--- src/rtl/dll_rst_seq.sv ---
`default_nettype none
// ============================================================================
//  Module   : dll_rst_seq
//  Purpose  : Reset sequencer and lock supervisor for the clock-phase-adjust
//             DLL. Pulses the DLL reset, waits for LOCKED with a timeout,
//             qualifies lock over a settle interval, and then raises ready.
//             Lock loss or timeout re-runs the reset. After MAX_RETRY failed
//             attempts the block latches fail.
//  Ports    : CLKIN       - free-running reference clock (rising edge)
//             rst         - asynchronous active-high reset
//             locked      - DLL LOCKED output, treated as asynchronous
//             force_reset - synchronous restart request; clears all status
//             dll_rst     - registered reset to the DLL
//             ready       - high only while lock is qualified (RUN)
//             fail        - high only after the retry budget is exhausted
//             retry_cnt   - failed attempts since rst/force_reset (saturates)
//             lock_lost   - sticky flag: lock dropped while in RUN
//  Revision : 1.0 - initial release
// ============================================================================
module dll_rst_seq #(
    parameter int unsigned RST_CYCLES    = 4,
    parameter int unsigned LOCK_TIMEOUT  = 50000,
    parameter int unsigned SETTLE_CYCLES = 256,
    parameter int unsigned MAX_RETRY     = 7,
    parameter int unsigned CNT_W         = 16
) (
    input  logic       CLKIN,
    input  logic       rst,
    input  logic       locked,
    input  logic       force_reset,
    output logic       dll_rst,
    output logic       ready,
    output logic       fail,
    output logic [2:0] retry_cnt,
    output logic       lock_lost
);

    // Terminal counter values; each phase exits on the last count, so the
    // shared counter never wraps.
    localparam logic [CNT_W-1:0] RST_LAST     = CNT_W'(RST_CYCLES - 1);
    localparam logic [CNT_W-1:0] TIMEOUT_LAST = CNT_W'(LOCK_TIMEOUT - 1);
    localparam logic [CNT_W-1:0] SETTLE_LAST  = CNT_W'(SETTLE_CYCLES - 1);
    localparam logic [2:0]       MAX_R        = 3'(MAX_RETRY);

    typedef enum logic [2:0] {
        ST_PULSE     = 3'd0,
        ST_WAIT_LOCK = 3'd1,
        ST_SETTLE    = 3'd2,
        ST_RUN       = 3'd3,
        ST_FAIL      = 3'd4
    } state_t;

    state_t           state_q;
    logic [CNT_W-1:0] cnt_q;
    logic             dll_rst_q;
    logic             ready_q;
    logic             fail_q;
    logic [2:0]       retry_q;
    logic             lock_lost_q;

    logic             lock_meta_q;
    logic             locked_s_q;

    logic             retry_evt_d;
    logic [2:0]       retry_nxt_d;
    logic             retry_exhaust_d;

    // ------------------------------------------------------------------
    // Two-flop synchronizer for the asynchronous LOCKED input.
    // ------------------------------------------------------------------
    always_ff @(posedge CLKIN or posedge rst) begin
        if (rst) begin
            lock_meta_q <= 1'b0;
            locked_s_q  <= 1'b0;
        end else begin
            lock_meta_q <= locked;
            locked_s_q  <= lock_meta_q;
        end
    end

    // ------------------------------------------------------------------
    // Retry event: timeout while waiting, or loss of synchronized lock
    // during settle or run.
    // ------------------------------------------------------------------
    always_comb begin
        retry_evt_d = 1'b0;
        case (state_q)
            ST_WAIT_LOCK: retry_evt_d = !locked_s_q && (cnt_q == TIMEOUT_LAST);
            ST_SETTLE:    retry_evt_d = !locked_s_q;
            ST_RUN:       retry_evt_d = !locked_s_q;
            default:      retry_evt_d = 1'b0;
        endcase
    end

    assign retry_nxt_d     = retry_q + 3'd1;
    assign retry_exhaust_d = (retry_nxt_d == MAX_R);

    // ------------------------------------------------------------------
    // Sequencer state machine with registered outputs.
    // ------------------------------------------------------------------
    always_ff @(posedge CLKIN or posedge rst) begin
        if (rst) begin
            state_q     <= ST_PULSE;
            cnt_q       <= '0;
            dll_rst_q   <= 1'b1;
            ready_q     <= 1'b0;
            fail_q      <= 1'b0;
            retry_q     <= 3'd0;
            lock_lost_q <= 1'b0;
        end else if (force_reset) begin
            // Restart wins over any simultaneous retry, timeout or RUN entry;
            // while held, cnt stays 0 so the pulse is timed from release.
            state_q     <= ST_PULSE;
            cnt_q       <= '0;
            dll_rst_q   <= 1'b1;
            ready_q     <= 1'b0;
            fail_q      <= 1'b0;
            retry_q     <= 3'd0;
            lock_lost_q <= 1'b0;
        end else if (retry_evt_d) begin
            cnt_q   <= '0;
            ready_q <= 1'b0;
            if (state_q == ST_RUN) begin
                lock_lost_q <= 1'b1;
            end
            if (retry_exhaust_d) begin
                retry_q   <= MAX_R;
                state_q   <= ST_FAIL;
                fail_q    <= 1'b1;
                dll_rst_q <= 1'b0;
            end else begin
                retry_q   <= retry_nxt_d;
                state_q   <= ST_PULSE;
                dll_rst_q <= 1'b1;
            end
        end else begin
            case (state_q)
                ST_PULSE: begin
                    dll_rst_q <= 1'b1;
                    if (cnt_q == RST_LAST) begin
                        // dll_rst drops on the same edge that leaves PULSE.
                        state_q   <= ST_WAIT_LOCK;
                        cnt_q     <= '0;
                        dll_rst_q <= 1'b0;
                    end else begin
                        cnt_q <= cnt_q + 1'b1;
                    end
                end
                ST_WAIT_LOCK: begin
                    dll_rst_q <= 1'b0;
                    if (locked_s_q) begin
                        state_q <= ST_SETTLE;
                        cnt_q   <= '0;
                    end else begin
                        cnt_q <= cnt_q + 1'b1;
                    end
                end
                ST_SETTLE: begin
                    // Only reached with locked_s high; a low would have
                    // raised a retry event above.
                    if (cnt_q == SETTLE_LAST) begin
                        state_q <= ST_RUN;
                        cnt_q   <= '0;
                        ready_q <= 1'b1;
                    end else begin
                        cnt_q <= cnt_q + 1'b1;
                    end
                end
                ST_RUN: begin
                    ready_q <= 1'b1;
                end
                ST_FAIL: begin
                    dll_rst_q <= 1'b0;
                    fail_q    <= 1'b1;
                    ready_q   <= 1'b0;
                end
                default: begin
                    // Illegal encoding: restart the reset pulse.
                    state_q   <= ST_PULSE;
                    cnt_q     <= '0;
                    dll_rst_q <= 1'b1;
                    ready_q   <= 1'b0;
                    fail_q    <= 1'b0;
                end
            endcase
        end
    end

    assign dll_rst   = dll_rst_q;
    assign ready     = ready_q;
    assign fail      = fail_q;
    assign retry_cnt = retry_q;
    assign lock_lost = lock_lost_q;

endmodule
`default_nettype wire

--- config.mk ---
export PLATFORM = sky130hd
export DESIGN_NAME = dll_rst_seq
export DESIGN_NICKNAME = d
export VERILOG_FILES = /design/src/rtl/dll_rst_seq.sv
export SDC_FILE = /design/constraint.sdc
export NUM_CORES = 1
export LEC_CHECK = 0
export ABC_AREA = 1
export CAP_MARGIN = 20
export CORE_MARGIN = 2
export CORE_UTILIZATION = 49
export CTS_BUF_LIST = sky130_fd_sc_hd__clkbuf_4
export CTS_CLUSTER_SIZE = 24
export DETAILED_ROUTE_END_ITERATION = 16
export DONT_BUFFER_PORTS = 1
export PLACE_DENSITY = 0.74
export SLEW_MARGIN = 5
export SYNTH_ARGS = -nofsm -noshare
export SYNTH_HDL_FRONTEND = slang
export SYNTH_SLANG_ARGS = --single-unit
--- constraint.sdc ---
create_clock -name CLKIN -period 2.3 [get_ports CLKIN]
set_input_delay 0 -clock CLKIN [delete_from_list [all_inputs] [get_ports CLKIN]]
set_output_delay 0 -clock CLKIN [all_outputs]
set_load 0.01 [all_outputs]
* Yosys cells after proc, flatten, opt, wreduce, memory -nomap -nowiden
Index checks and enable logic that the tools add are counted.
** Word-level totals
- Output and inout port bits :: 7
- Register bits after elaboration :: 28
- Word-level logic and storage cells :: 74
- Input port bits :: 4
** Cells by class
- Reductions and logical operators :: 14
- $add $sub $neg :: 2
- Equality and inequality tests :: 16
- Muxes and demuxes :: 33
** Operators with widths (count)
- 16-bit two-way mux :: 5
- 16-bit one-hot mux with 4 select lines :: 1
- 3-bit two-way mux :: 9
- 16-bit by 1-bit adder with 16-bit output (second input constant) :: 1
- 16-bit equality test (second input constant) :: 1
- 16-bit by 2-bit equality test with 1-bit output (second input constant) :: 1
- 16-bit by 8-bit equality test with 1-bit output (second input constant) :: 1
- 1-bit two-way mux :: 13
- 3-bit by 1-bit != test with 1-bit output (second input constant) :: 4
- 4-bit != test (second input constant) :: 3
- 3-bit one-hot mux with 4 select lines :: 1
- 2-bit OR reduction :: 4
- 3-bit by 2-bit equality test with 1-bit output (second input constant) :: 2
- 3-bit equality test (second input constant) :: 2
- 1-bit one-hot mux with 3 select lines :: 2
- 2-bit AND reduction :: 3
- 1-bit one-hot mux with 2 select lines :: 2
- 4-bit AND reduction :: 1
- 2-bit nonzero test :: 2
- 4-bit OR reduction :: 1
- 3-bit by 1-bit adder with 3-bit output (second input constant) :: 1
- 3-bit by 1-bit equality test with 1-bit output (second input constant) :: 1
- 3-bit logical NOT :: 1
- 3-bit by 2-bit != test with 1-bit output (second input constant) :: 1
- other kinds (2) :: 2

* Longest topological paths before layout
Gate-level depths: netlist of run 1.
- Depth in word-level cells :: 5
- Gate-level depth with buffers :: 11
- Mapped depth without buffers :: 11

* Worst setup path after synthesis of run 1
Ideal clock, no wire load.
- Path kind :: register to register
- From :: register cnt_q[0]
- To :: register state_q[0]
- Path slack :: 0.688 ns
- Arrival :: 1.495 ns
- Data required time :: 2.183 ns
- Cell stages (with the launch flop) :: 11
- Path through :: dfrtp_1 > ha_1 > nand3_2 > nor2_4 > nand2_2 > nand2_4 > nand3_4 > nor2_4 > nor2_4 > nand2_1 > nand2_1
** Between the ends
- Cells in the longest elaborated chain, start to end :: 5
- Elaborated cells on any way between the ends :: 12
- Those cells by class :: eq/ne: 7; mux: 3; reduce/logical: 2
** RTL lines
- from (decl) :: RTL line 54 : logic [CNT_W-1:0] cnt_q;
- from (signal assigned) :: RTL line 146 : cnt_q <= cnt_q + 1'b1;
- from (signal assigned) :: RTL line 155 : cnt_q <= cnt_q + 1'b1;
- from (signal assigned) :: RTL line 166 : cnt_q <= cnt_q + 1'b1;
- 16-bit equality test :: RTL line 88 : ST_WAIT_LOCK: retry_evt_d = !locked_s_q && (cnt_q == TIMEOUT_LAST);
- 1-bit logical AND :: RTL line 88
- 1-bit one-hot mux with 2 select lines :: RTL line 87 : case (state_q)
- 4-bit != test (no source line), or another cell as far along
- 4-bit AND reduction (no source line) / 3-bit two-way mux (equally long branches)
- to (signal assigned) :: RTL line 103 : state_q <= ST_PULSE;
- to (signal assigned) :: RTL line 113 : state_q <= ST_PULSE;
- to (signal assigned) :: RTL line 128 : state_q <= ST_FAIL;
- to (decl) :: RTL line 53 : state_t state_q;
Parallel ways exist; a longest one is shown, timed or not.
A chain may end at the register's enable or synchronous reset.

* Worst setup path after layout of run 1
Same ends and word-level chain as after synthesis.

==> results by group, run 1 <==
Logic synthesis
  • Synth Net Count: around 300
  • Synth area leader: dfrtp_1
  • Syn avg cell area: between 6 and 7 sq um
  • EDFF count, synth: 0
  • Synthesized cell area: 0.00200 sq mm
  • Dominant synthesized flop cell: dfrtp_1
  • Post-synthesis xor/xnor area fraction: 0.437%
  • Most common cell in the netlist: nand2_1
  • FFs w/ async S/R, synth: 100%
  • Synthesis-stage register bit count: 28
  • Synth Area in Compound Gates: under 10%
  • Post-synthesis sequential area ratio: roughly a third
  • Post-Syn Instances: between 200 and 300
  • Synth top area cells: dfrtp_1 34%, nand2_1 15%, nand3_1 13%, nor2_1 6.9%, nand4_1 5.0%
  • Commonest cells in the netlist: 79 x nand2_1, 53 x nand3_1, 37 x nor2_1, 27 x dfrtp_1, 21 x inv_1
  • Ys Warns: 0
  • Share of the synthesized area in the top cell type: 33.7%
  • Unique masters post-synth: 28
  • Main combinational cell family by area after synthesis: simple AND/OR/NAND/NOR gates
  • Mux share of post-synthesis cell area: 0%
  • Fraction of the mapped netlist area in simple logic gates: 50.5%
  • Adder-cell share of the synthesized area: between 1.5 and 2%

Routing
  • Via count: 1932
  • First DRT Iteration DRCs: between 100 and 150
  • Wirelength, routed: 4880 um
  • Pre-antenna DRT Iters: 5
  • DRC violations left: 0
  • Routed len/inst: roughly 14 um
  • Final ANT Viol Nets: 0
  • Number of vias per cell: ~5.6

Floorplanning
  • Die W: about 68 um
  • Initial core utilization: between 50 and 60%
  • Total core area: 0.00397 sq mm
  • Die area: between 0.004 and 0.005 sq mm
  • Die height: approximately 68 um
  • Core Rows: 23
  • Io pins: 11

Clock network
  • CTS tree: done
  • # H-tree levels: 1
  • Longest Clk Path Bufs: 2
  • Clk_lat worst skew: about 0.33 ns
  • Clk sink count: 28
  • Reg clk slew, reported paths: approximately 0.15 ns
  • Number of setup buffers added after CTS: 0
  • Num CTS Buffers: 3
  • Cts hold-fix bufs: 3
  • CTS root buffer: clkbuf_4
  • Post-CTS Resized: 0

Timing
  • Fin crit period: 1.94 ns
  • Clk_skew: 0.0135 ns
  • Slew @ Worst Pin: between 0.5 and 0.6 ns
  • Fin Hold WS: 0.0731 ns
  • Setup_tns: 0 ns
  • Setup violations, final: 0
  • Max Slew Vio Count: 0
  • Final cycle utilization of the critical path: around 84%
  • Slew HR: between 60% and 70%
  • Final Hold Fails: 0
  • Fmax: ~0.51 GHz
  • RSZ-0062 raised after global routing: no

Global route
  • Gr ovfl total: 0
  • Initial antenna violation count: 0
  • First-pass GRT wire length: ~8400 um
  • Largest net degree at the start of global routing: 29
  • Vias in the first global route: 1836
  • Total Routing Usage GR: between 20 and 25%

Critical path
  • Crit Path Class: reg -> reg
  • Startpoint Class: flip-flop
  • CP Capture Type: flip-flop
  • WP data required: approximately 2.5 ns
  • Critical Path AT: about 2.2 ns
  • Crit Path Max Fanout: 16
  • Reg2reg setup slack: around 0.36 ns

Power
  • Worst VDD drop: around 520 uV
  • Pleak: roughly 0.96 nW
  • P per Cell Area: roughly 570 mW/mm^2
  • Total power: 0.00119 W

Worst hold path
  • Hold Path Class: in -> reg

Layout
  • Nets: 302
  • Filler cells: just under 400
  • Share of cells above drive strength 1: 11.6%
  • Final Instance Count excl. Fillers: roughly 340
  • Inserted Diodes: 0
  • Syn-to-layout area delta: 4.75%
  • Final core utilization: between 50% and 60%

Status
  • Status: finished, final reports clean

Job
  • Max Cap Viol: 0

Place
  • Post-DP HPWL: 3660 um
  • DP Cell Count: between 300 and 400
  • Port buffer count: 0
  • Gpl congestion: just under 1
registers in the layout, indices dropped and copies added (netlist names):
register	cells
ready	1
lock_meta_q	1
state_q	3
fail	1
locked_s_q	1
lock_lost	1
cnt_q	16
retry_cnt	3
dll_rst	1
final timing paths:
| check | from | end | depth (start not counted) |
|---|---|---|---|
| max in group asynchronous | rst | dll_rst$_DFFE_PP1P_ | 3 |
| min | force_reset | cnt_q[10]$_DFFE_PP0P_ | 3 |
| max | cnt_q[0]$_DFFE_PP0P_ | state_q[0]$_DFFE_PP0P_ | 10 |
| min reg2reg | lock_meta_q$_DFF_PP0_ | locked_s_q$_DFF_PP0_ | 0 |
| max reg2reg | cnt_q[0]$_DFFE_PP0P_ | state_q[0]$_DFFE_PP0P_ | 10 |
| min in group asynchronous | rst | state_q[2]$_DFFE_PP0P_ | 3 |
worst max-delay path, stage by stage (launching register included):
cell,delay [ns]
dfrtp_1,0.43
ha_1,0.31
inv_1,0.06
nor2_1,0.22
nand3_1,0.10
nand2_1,0.08
nand2_2,0.19
nand2_1,0.23
nor2_4,0.09
nand2_1,0.06
nand2_1,0.05
cell type report:
| class | instances | area [sq um] | share of cell area (%) |
|---|---|---|---|
| multi-input cells | 229 | 1160 | 55.3 |
| well taps | 50 | 62.6 | 2.98 |
| repair buffers | 4 | 37.5 | 1.79 |
| clock inverters | 1 | 3.75 | 0.179 |
| flip-flops and latches | 28 | 702 | 33.5 |
| inverters | 29 | 110 | 5.25 |
| clock buffers | 3 | 22.5 | 1.07 |
metrics by stage:
step | area, sq um | setup WS, ns
after floorplan | 2000 | 0.688
after global placement | 2040 | 0.451
after detailed placement | 2040 | 0.402
after CTS | 2100 | 0.369
after global routing | 2100 | 0.0726
final | 2100 | 0.357
cells in the final DEF (no fill, tap or decap), types with 2 or more instances in the layout:
cell	n
nand3_2	2
o21ai_1	4
dfrtp_1	27
nor2_1	37
inv_2	7
inv_1	21
nand2_1	79
nand3_4	2
ha_1	3
nor3_1	2
nand2_2	4
nor2_4	5
o21ai_0	3
clkbuf_4	3
a21oi_1	8
nor2_2	5
nand4_1	16
nand3_1	53
dlygate4sd3_1	3
logic make-up (layout without fill, tap and decap cells):
kind of cell | after synthesis | count (layout)
simple gates | 207 | 207
buf+inv | 33 | 37
flops | 28 | 28
compound gates | 18 | 18
fa+ha+maj | 3 | 3
xor+xnor | 1 | 1
per-layer routing:
layer | part of all wire (%) | GRT usage [%] | vias up
li1 | - | - | 981
met1 | 46 | 32.0 | 885
met2 | 47 | 40.0 | 53
met3 | 4.8 | 3.78 | 13
met4 | 2.4 | 8.75 | 0
met5 | 0 | 0 | -
report_power, final:
part	switching, W	internal [W]	total (W)
clock network	0.000141	0.0000637	0.000205
registers	0.0000568	0.000537	0.000594
logic	0.000274	0.000118	0.000391
No activity file was read; power rests on OpenSTA's default activity.
==> inputs of run 2 (changes only) <==
Settings changed: ABC_AREA 1 to 0, PLACE_DENSITY 0.74 to 0.76.
Clock period 2.3 ns to 1.6 ns, I/O delays scaled along.
==> run 2 against run 1 <==
The flow now finishes with violations (setup timing). Critical path depth down 4. Flip-flop and latch count is the same. Non-clock buffer count rose by 39. Clock skew shrank 0.0065 ns. Sequential power increased by 43%. Synthesized cell count down 46%. Maximum frequency is 5.0% lower. Final cell count down 30%. First-iteration DRC count decreased by 66%. Die area down 21%.
==> results by group, run 2 <==
Power
  • Switching part of the total: 34.1% (was 39.6%)
  • Pleak: 0.889 nW (was 0.958 nW)
  • Int Power: 0.00131 W (was 0.000719 W)
  • Comb power frac: 41.4% (was 32.9%)
  • Clock power frac: 15.9% (was 17.2%)
  • Net switching power figure: 0.000678 W (was 0.000472 W)
  • P per Cell Area: 976 mW/mm^2 (was 567 mW/mm^2)
  • Seq pwr share: 42.7% (was 49.9%)
  • Worst VDD drop: 589 uV (was 518 uV)

Global route
  • Gr busiest metal: met2 (unchanged)
  • Met3 global-route usage: 2.81% (was 3.78%)
  • Total Routing Usage GR: 21.7% (was 24.2%)
  • Met1 Use GR: 27.5% (was 32.0%)
  • Largest net degree at the start of global routing: 29 (unchanged)
  • Grt met2 use: 36.5% (was 40.0%)
  • Gr ovfl total: 0 (unchanged)
  • Initial antenna violation count: 0 (unchanged)
  • First-pass GRT wire length: 5860 um (was 8380 um)
  • Vias in the first global route: 1311 (was 1836)

Status
  • Status: complete, but fails checks (was finished, final reports clean)
  • Failing checks: setup timing

Clock network
  • Clk sink count: 28 (unchanged)
  • CTS tree: done (unchanged)
  • Reg clk slew, reported paths: 0.14 ns (was 0.15 ns)
  • CTS root buffer: clkbuf_4 (unchanged)
  • Num CTS Buffers: 3 (unchanged)
  • Longest Clk Path Bufs: 2 (unchanged)
  • # H-tree levels: 1 (unchanged)
  • Clk_lat worst skew: 0.33 ns (about the same)

Logic synthesis
  • Synthesized cell area: 0.00155 sq mm (was 0.00200 sq mm)
  • Post-Syn Instances: 156 (was 290)
  • Synth Net Count: 163 (was 297)
  • FFs w/ async S/R, synth: 100% (unchanged)
  • Post-synthesis sequential area ratio: 45.2% (was 35.0%)
  • Dominant synthesized flop cell: dfrtp_1 (unchanged)
  • Most common cell in the netlist: dfrtp_1 (was nand2_1)
  • Synth top area cells: dfrtp_1 44%, xnor2_1 7.9%, nor2_1 6.0%, nor3_1 2.9%, ha_1 2.4% (was dfrtp_1 34%, nand2_1 15%, nand3_1 13%, nor2_1 6.9%, nand4_1 5.0%)
  • Synth area leader: dfrtp_1 (unchanged)
  • Commonest cells in the netlist: 27 x dfrtp_1, 25 x nor2_1, 14 x xnor2_1, 9 x nand2_1, 9 x nor3_1 (was 79 x nand2_1, 53 x nand3_1, 37 x nor2_1, 27 x dfrtp_1, 21 x inv_1)
  • Ys Warns: 0 (unchanged)
  • EDFF count, synth: 0 (unchanged)
  • Unique masters post-synth: 43 (was 28)
  • Share of the synthesized area in the top cell type: 43.5% (was 33.7%)
  • Syn avg cell area: 9.95 sq um (was 6.91 sq um)
  • Synthesis-stage register bit count: 28 (unchanged)

Worst hold path
  • Cells on Worst Hold Path: 4 (was 3)
  • Hold Path Class: in -> reg (unchanged)

Place
  • Port buffer count: 0 (unchanged)
  • Gpl congestion: 0.865 (was 0.978)
  • Post-DP HPWL: 2530 um (was 3660 um)

Timing
  • Setup WS post-layout: -0.446 ns (was 0.357 ns)
  • Max Slew Vio Count: 0 (unchanged)
  • Setup_tns: -9.32 ns (was 0 ns)
  • RSZ-0062 raised after global routing: yes (was no)
  • Slew HR: 74.9% (was 63.9%)
  • Final cycle utilization of the critical path: 128% (was 84.5%)
  • Fin Hold WS: 0.0534 ns (was 0.0731 ns)
  • Clk_skew: 0.00692 ns (was 0.0135 ns)
  • Fmax: 0.489 GHz (was 0.515 GHz)
  • Fin crit period: 2.05 ns (was 1.94 ns)
  • Slew @ Worst Pin: 0.371 ns (was 0.540 ns)
  • Final Hold Fails: 0 (unchanged)
  • Setup violations, final: 24 (was 0)

Critical path
  • Reg2reg setup slack: -0.45 ns (was 0.36 ns)
  • Worst Setup EP: cnt_q[12]$_DFFE_PP0P_ (was state_q[0]$_DFFE_PP0P_)
  • Crit Path Class: reg -> reg (unchanged)
  • Worst reg-to-reg path cell count: 6 (was 10)
  • CP Capture Type: flip-flop (unchanged)
  • Crit path cell chain: or4_4, o41ai_4, nand3b_1, o21ai_2, buf_6, nor2_2 (was ha_1, inv_1, nor2_1, nand3_1, nand2_1, nand2_2, nand2_1, nor2_4, nand2_1, nand2_1)
  • Startpoint Class: flip-flop (unchanged)
  • Crit Path Max Fanout: 8 (was 16)
  • Cell at the slowest stage of the critical path: or4_4 (was dfrtp_1)
  • Reg2reg end: cnt_q[12]$_DFFE_PP0P_ (was state_q[0]$_DFFE_PP0P_)
  • Setup crit start: cnt_q[11]$_DFFE_PP0P_ (was cnt_q[0]$_DFFE_PP0P_)
  • WP data required: 1.83 ns (was 2.53 ns)
  • Reg2Reg Launch Point: cnt_q[11]$_DFFE_PP0P_ (was cnt_q[0]$_DFFE_PP0P_)
  • Critical Path AT: 2.28 ns (was 2.17 ns)
  • Max incr delay on CP: 0.58 ns (was 0.43 ns)

Routing
  • Wirelength, routed: 3480 um (was 4880 um)
  • Pre-antenna DRT Iters: 4 (was 5)
  • DRC violations left: 0 (unchanged)
  • Via count: 1343 (was 1932)
  • Number of vias per cell: 5.57 (was 5.62)
  • First DRT Iteration DRCs: 49 (was 146)
  • Final ANT Viol Nets: 0 (unchanged)
  • Routed len/inst: 14.4 um (was 14.2 um)

Layout
  • Largest register by flop count: cnt_q (unchanged)
  • Reg area: 702 sq um (unchanged)
  • Filler cells: 244 (was 397)
  • Area of the multi-input gates: 897 sq um (was 0.00116 sq mm)
  • Most common cell after layout, fill and taps aside: buf_4 (was nand2_1)
  • Syn-to-layout area delta: 31.2% (was 4.75%)
  • Nets: 205 (was 302)
  • Most frequent cells in the layout: 38 x buf_4, 27 x dfrtp_1, 18 x nor2_1 (was 79 x nand2_1, 53 x nand3_1, 37 x nor2_1)
  • Share of cells above drive strength 1: 38.1% (was 11.6%)
  • Inserted Diodes: 0 (unchanged)
  • Final core utilization: 67.3% (was 52.8%)
  • Max FFs per register: 16 (unchanged)

Floorplanning
  • Die height: 60.3 um (was 67.9 um)
  • Io pins: 11 (unchanged)
  • Initial core utilization: 51.3% (was 50.4%)
  • Die area: 0.00363 sq mm (was 0.00462 sq mm)
  • Total core area: 0.00303 sq mm (was 0.00397 sq mm)
  • Core Rows: 20 (was 23)
  • Die W: 60.3 um (was 67.9 um)

Job
  • Max Cap Viol: 0 (unchanged)
[run 2: cell count changes in the layout (fill, tap and decap cells not counted), moves of 7 or more]
cell     delta
nand3_1    -49
xnor2_1    +13
inv_2       -7
buf_4      +37
nor2_1     -19
inv_1      -17
nand2_1    -70
nand4_1    -12
[run 2: worst min path at each step]
stage	start	end	slack, ns
floorplan	locked	lock_meta_q$_DFF_PP0_	0.03
global placement	rst	cnt_q[13]$_DFFE_PP0P_	-0.02
detailed placement	rst	cnt_q[13]$_DFFE_PP0P_	-0.03
CTS	force_reset	dll_rst$_DFFE_PP1P_	0.05
global route	force_reset	dll_rst$_DFFE_PP1P_	0.07
finish	force_reset	dll_rst$_DFFE_PP1P_	0.05
[run 2: stage by stage]
stage                     power, W  setup WS [ns]  instance area [sq um]  cells
final                      0.00199         -0.446                   2040    241
after detailed placement   0.00157         -0.459                   1890    232
after global routing       0.00210         -0.524                   2040    241
after CTS                  0.00191         -0.442                   1990    241
after global placement     0.00153         -0.401                   1890    232
after floorplan            0.00130         -0.469                   1600    156
[run 2: layout make-up]
type | instances | share of cell area [%]
clock buffers | 4 | 1.47
inverters | 4 | 0.737
multi-input cells | 118 | 44.0
flip-flops and latches | 28 | 34.5
well taps | 44 | 2.70
repair buffers | 43 | 16.6
[run 2: worst max-delay path: cells and delay by family (launching register included)]
kind / cells / cell delay, ns
flops: 1 / 0.40
simple gates: 3 / 0.79
compound gates: 2 / 0.58
buf+inv: 1 / 0.18
[run 2: what timing repair did]
item / CTS / global route
setup buffers: 3 / 1
pin swaps: 8 / 6
endpoints found under the setup margin: 24 / 24
resized for setup: 6 / 11
hold buffers: 3 / 0
hold endpoints to repair: 34 / 0
[run 2: power groups by stage]
stage / Combinational (W) / Clock [W] / Sequential [W]
floorplan: 0.000436 / 0 / 0.000865
global placement: 0.000676 / 0 / 0.000855
detailed placement: 0.000708 / 0 / 0.000864
CTS: 0.000735 / 0.000330 / 0.000850
global route: 0.000884 / 0.000355 / 0.000860
finish: 0.000824 / 0.000315 / 0.000848
[run 2: cells by family (layout without fill, tap and decap cells)]
family	count (synthesis)	count (layout)	synth area share [%]
compound gates	22	22	11.0
xor+xnor	15	15	8.46
fa+ha+maj	3	3	2.42
buf+inv	10	51	4.27
flops	28	28	45.2
simple gates	78	78	28.7
[run 2: metal layers]
layer  routed length (um)  share of wire [%]
met2                 1800                 52
met1                 1470                 42
met4                   62                1.8
met3                  146                4.2
met5                    0                  0
